## src/rtl/clk_div_ctrl.sv

```systemverilog
// Programmable clock-enable generator and S1..S6 / P1..P2 machine-cycle sequencer.
// Optional build macro CLK_DIV_CTRL_SYNC_MC_EN: apply new divisors only at machine-cycle end while running.
module clk_div_ctrl #(
  parameter int CNT_W   = 5,
  parameter int DEF_DIV = 2
) (
  input  logic             clk_in,
  input  logic             rst,
  input  logic             run,
  input  logic             cfg_req,
  input  logic [CNT_W-1:0] cfg_div,
  output logic             cfg_busy,
  output logic             cfg_ack,
  output logic             cfg_err,
  output logic [CNT_W-1:0] cur_div,
  output logic             tick,
  output logic             phase,
  output logic [2:0]       state,
  output logic             mc_end
);

  // Handshake: cfg_req is a single-cycle strobe sampled only while IDLE;
  // cfg_busy stays high from the latch edge until the edge that pulses cfg_ack.
  typedef enum logic {IDLE = 1'b0, PEND = 1'b1} cfg_st_t;

  localparam logic [CNT_W-1:0] DEF_DIV_V = CNT_W'(DEF_DIV);
  localparam logic [CNT_W-1:0] ONE       = CNT_W'(1);
  localparam logic [CNT_W-1:0] ZERO      = '0;

  cfg_st_t          fsm_q, fsm_d;
  logic [CNT_W-1:0] cnt_q, cnt_d;
  logic [CNT_W-1:0] cur_div_q, cur_div_d;
  logic [CNT_W-1:0] pend_div_q, pend_div_d;
  logic             tick_q, tick_d;
  logic             phase_q, phase_d;
  logic [2:0]       state_q, state_d;
  logic             mc_end_q, mc_end_d;
  logic             busy_q, busy_d;
  logic             ack_q, ack_d;
  logic             err_q, err_d;
  logic             tick_set;
  logic             apply_ok;

  always_comb begin
    tick_set = run && (cnt_q == cur_div_q - ONE);
`ifdef CLK_DIV_CTRL_SYNC_MC_EN
    // Hold off until the tick that closes S6P2 so every machine cycle is uniform.
    apply_ok = run ? (tick_set && phase_q && (state_q == 3'd5)) : 1'b1;
`else
    apply_ok = tick_set || !run;
`endif

    fsm_d      = fsm_q;
    cnt_d      = cnt_q;
    cur_div_d  = cur_div_q;
    pend_div_d = pend_div_q;
    tick_d     = tick_set;
    phase_d    = phase_q;
    state_d    = state_q;
    mc_end_d   = 1'b0;
    busy_d     = busy_q;
    ack_d      = 1'b0;
    err_d      = 1'b0;

    if (run) begin
      cnt_d = tick_set ? ZERO : cnt_q + ONE;
    end

    if (tick_set) begin
      phase_d  = ~phase_q;
      mc_end_d = phase_q && (state_q == 3'd5);
      if (phase_q) begin
        state_d = (state_q == 3'd5) ? 3'd0 : state_q + 3'd1;
      end
    end

    case (fsm_q)
      IDLE: begin
        if (cfg_req) begin
          if (cfg_div == ZERO) begin
            err_d = 1'b1;
          end else begin
            pend_div_d = cfg_div;
            busy_d     = 1'b1;
            fsm_d      = PEND;
          end
        end
      end
      PEND: begin
        // New divisor starts a fresh period; a stalled partial period is dropped.
        if (apply_ok) begin
          cur_div_d = pend_div_q;
          cnt_d     = ZERO;
          ack_d     = 1'b1;
          busy_d    = 1'b0;
          fsm_d     = IDLE;
        end
      end
      default: fsm_d = IDLE;
    endcase
  end

  always_ff @(posedge clk_in or posedge rst) begin
    if (rst) begin
      fsm_q      <= IDLE;
      cnt_q      <= ZERO;
      cur_div_q  <= DEF_DIV_V;
      pend_div_q <= DEF_DIV_V;
      tick_q     <= 1'b0;
      phase_q    <= 1'b0;
      state_q    <= 3'd0;
      mc_end_q   <= 1'b0;
      busy_q     <= 1'b0;
      ack_q      <= 1'b0;
      err_q      <= 1'b0;
    end else begin
      fsm_q      <= fsm_d;
      cnt_q      <= cnt_d;
      cur_div_q  <= cur_div_d;
      pend_div_q <= pend_div_d;
      tick_q     <= tick_d;
      phase_q    <= phase_d;
      state_q    <= state_d;
      mc_end_q   <= mc_end_d;
      busy_q     <= busy_d;
      ack_q      <= ack_d;
      err_q      <= err_d;
    end
  end

  assign cfg_busy = busy_q;
  assign cfg_ack  = ack_q;
  assign cfg_err  = err_q;
  assign cur_div  = cur_div_q;
  assign tick     = tick_q;
  assign phase    = phase_q;
  assign state    = state_q;
  assign mc_end   = mc_end_q;

endmodule

```

## config.mk

```make
export PLATFORM = sky130hd
export DESIGN_NAME = clk_div_ctrl
export DESIGN_NICKNAME = d
export VERILOG_FILES = /design/src/rtl/clk_div_ctrl.sv
export SDC_FILE = /design/constraint.sdc
export NUM_CORES = 1
export LEC_CHECK = 0
export CELL_PAD_IN_SITES_DETAIL_PLACEMENT = 1
export CELL_PAD_IN_SITES_GLOBAL_PLACEMENT = 1
export CORE_MARGIN = 3
export CORE_UTILIZATION = 39
export CTS_BUF_LIST = sky130_fd_sc_hd__clkbuf_16
export CTS_CLUSTER_DIAMETER = 30
export DETAILED_ROUTE_END_ITERATION = 8
export PLACE_DENSITY_LB_ADDON = 0.05
export SKIP_LAST_GASP = 1
export SYNTH_ARGS = -nofsm -noshare
export SYNTH_HDL_FRONTEND = slang
export SYNTH_SLANG_ARGS = --single-unit
```

## constraint.sdc

```tcl
create_clock -name clk_in -period 2.2 [get_ports clk_in]
set_input_delay 0.33 -clock clk_in [delete_from_list [all_inputs] [get_ports clk_in]]
set_output_delay 0.33 -clock clk_in [all_outputs]
set_load 0.05 [all_outputs]
```

==> results.cfg <==
[run]
maxCapViolCount = 0

[final_layout]
seqCellArea_um2 = 629
antenna_cells = 0
multi_input_comb_area_um2 = 531
areaGrowthSynthToFinish_pct = 36.5
fin_nets = 132
drive_gt1_frac = 0.217
fillers = 276

[synth]
avgSynthCellArea_um2 = 12.6
synth_warnings = 0
synth-seq-cells = 25
synth_top_cell_area_share = 0.508
netlist_top_cells_area = dfrtp_1, mux2_2, dfstp_2
synth_seq_area_share = 0.555
syn_nets = 101
synthCells = 90
netlist_area_mm2 = 0.00113
synthDistinctLibCells = 29
synth.largest_area_cell = dfrtp_1

[cts]
clk_latency_ns = 0.26
postCtsResizedCells = 0
cts_tree = done
clkTransAtPathRegs_ns = 0.06
clock-sinks = 25
postCtsSetupBuffers = 0
clock-root-buffer = clkbuf_16
cts_buffers = 3
cts_max_path_buffers = 2
ctsHoldBuffers = 0
htree_levels = 1

[sta]
post-route-period-util = 0.940
fmax_ghz = 0.484
hold_viol_final = 0
clock_skew_ns = 0.00170
slew-limit-headroom = 0.642
setup_violations = 0
setup_slack_ns = 0.133
fin_hold_ws_ns = 0.428
worstMarginPinSlew_ns = 0.535
maxSlewViolCount = 0
finalWorstPathRequiredPeriod_ns = 2.07

[run_status]
status = completed

[global_routing]
grt_pass1_vias = 814
grt_usage = 0.169
antenna_found_initial = 0
grt_max_degree = 26
grt_pass1_wl_um = 4350
gr-total-overflow = 0

[critical_path]
arrival_ns = 2.21
cp-end-kind = flip-flop
cp_max_fo = 7
r2r_cells = 7
regToRegStartpoint = cur_div[1]
reg2reg_slack_ns = 0.13
r2r_end = cur_div[4]
critPathKind = reg2reg
worstPathRequired_ns = 2.34
worstSetupStartpointType = flip-flop

[drt]
ant_nets = 0
wire_per_inst_um = 17.8
dr.pass1.iters = 4
vias_per_cell = 5.31
drcViolationCount = 0
drt_iter0_markers = 29
drt-total-wl_um = 2680
vias = 797

[pwr]
p_leak_nw = 0.680
p_per_area_mw_per_mm2 = 1560
ir_worst_vdd_v = 0.00111
power_w = 0.00241

[floorplan]
core_mm2 = 0.00261
rows = 18
die_w_um = 59.9
ioPinCount = 23
dieArea_mm2 = 0.00359
start_util = 0.433
die_h_um = 59.9

[placement]
dp_hpwl_um = 1900
io_buffers = 22
gp_congestion = 0.721
place_ws_ns = 0.0810

[worst_hold_path]
hp-class = in2async
-- logic make-up after synthesis --
logic type                 count (synthesis)  share of synthesized area
and+or+nand+nor                           26                      0.139
DFF                                       25                      0.555
AOI/OAI and AO/OA                         13                     0.0862
muxes                                     10                     0.0994
xor gates and xnor gates                   9                     0.0818
buffers and inverters                      5                     0.0166
adders and majority gates                  2                     0.0221
-- cell type report --
cell class	instances	share of cell area
Sequential cell	25	0.407
Clock inverter	1	0.00243
Multi-Input combinational cell	60	0.343
Tap cell	30	0.0243
Timing Repair Buffer	26	0.162
Inverter	5	0.0121
Clock buffer	3	0.0486
-- cell usage in the layout, fill, tap and decap left out --
| master | count |
|---|---|
| buf_4 | 4 |
| and3_1 | 1 |
| xnor3_1 | 1 |
| dfrtp_2 | 1 |
| o21ai_4 | 1 |
| nand3_1 | 1 |
| clkinv_1 | 1 |
| a21oi_1 | 1 |
| inv_2 | 1 |
| xor2_1 | 3 |
| nor3_2 | 1 |
| nor4_4 | 1 |
| nor2_1 | 5 |
| nand3_2 | 1 |
| inv_1 | 4 |
| ha_1 | 1 |
| nand2_1 | 4 |
| mux2_1 | 2 |
| dfstp_2 | 2 |
| mux2_2 | 6 |
| a22o_1 | 3 |
| o21ai_0 | 1 |
| o31ai_1 | 1 |
| xnor2_1 | 4 |
| nor3b_2 | 1 |
| nor2b_1 | 2 |
| dfrtp_1 | 22 |
| clkbuf_16 | 3 |
| and2_1 | 1 |
| clkdlybuf4s50_1 | 22 |
| mux2_4 | 2 |
| a41oi_1 | 2 |
| nor3b_1 | 3 |
| ha_4 | 1 |
| nor3_1 | 4 |
| nand3b_1 | 1 |
| xnor2_2 | 1 |
| a21o_1 | 2 |
| a31oi_1 | 2 |
-- synth_stat cells, drive strengths merged --
master / instances
nor3b: 4
o31ai: 1
xor2: 3
nand3: 2
nand2: 4
a31oi: 2
nor2: 5
xnor2: 5
a21oi: 1
nor4: 1
a21o: 2
xnor3: 1
inv: 4
mux2: 10
and3: 1
clkinv: 1
o21ai: 2
a22o: 3
dfstp: 2
and2: 1
nor2b: 2
ha: 2
a41oi: 2
nor3: 5
dfrtp: 23
nand3b: 1
-- how the worst max path moves through the flow --
stage | from | end | slack (ns) | depth (start not counted)
final | cur_div[1] | cur_div[4] | 0.13 | 7
after global routing | cur_div[1] | cur_div[4] | -0.0002 | 7
after CTS | cur_div[1] | cur_div[4] | 0.06 | 7
after detailed placement | cur_div[1] | cur_div[4] | 0.08 | 7
after global placement | cur_div[1] | cur_div[2] | 0.15 | 7
after floorplan | cur_div[1] | state[1] | -0.03 | 7
-- flip-flops by register name, indices dropped and copies added (netlist names) --
name,flops
cfg_ack,1
cfg_busy,1
cfg_err,1
cnt_q,5
cur_div,5
fsm_q,1
mc_end,1
pend_div_q,5
phase,1
state,3
tick,1
-- routing by layer --
layer / global-route usage / vias to the layer above / wire [µm]
li1: - / 382 / -
met2: 0.275 / 16 / 1360
met4: 0.0665 / 0 / 14
met1: 0.223 / 397 / 1210
met3: 0.0281 / 2 / 88
met5: 0 / - / 0
-- power by group --
group          switching, W  leakage (nW)  total [W]  internal [W]
sequential         0.000207         0.312   0.000852      0.000646
clock              0.000155        0.0423   0.000398      0.000243
combinational      0.000654         0.325    0.00116      0.000505
-- through the flow --
stage	cell area, µm²	TNS, ns	cells	util
after floorplan	1170	-0.0550	90	-
after global placement	1460	0	146	0.558
after detailed placement	1460	0	146	0.558
after CTS	1540	0	150	0.589
after global routing	1550	-0.000232	150	0.591
final	1550	0	150	0.591
-- worst max-delay path, stage by stage (launching register included) --
cell and delay, ns:
dfstp_2 0.56, inv_2 0.05, ha_4 0.15, nor3b_2 0.16, xnor2_2 0.24, nor3_2 0.12, o21ai_4 0.29, mux2_2 0.38
No activity file was read; power rests on OpenSTA's default activity.
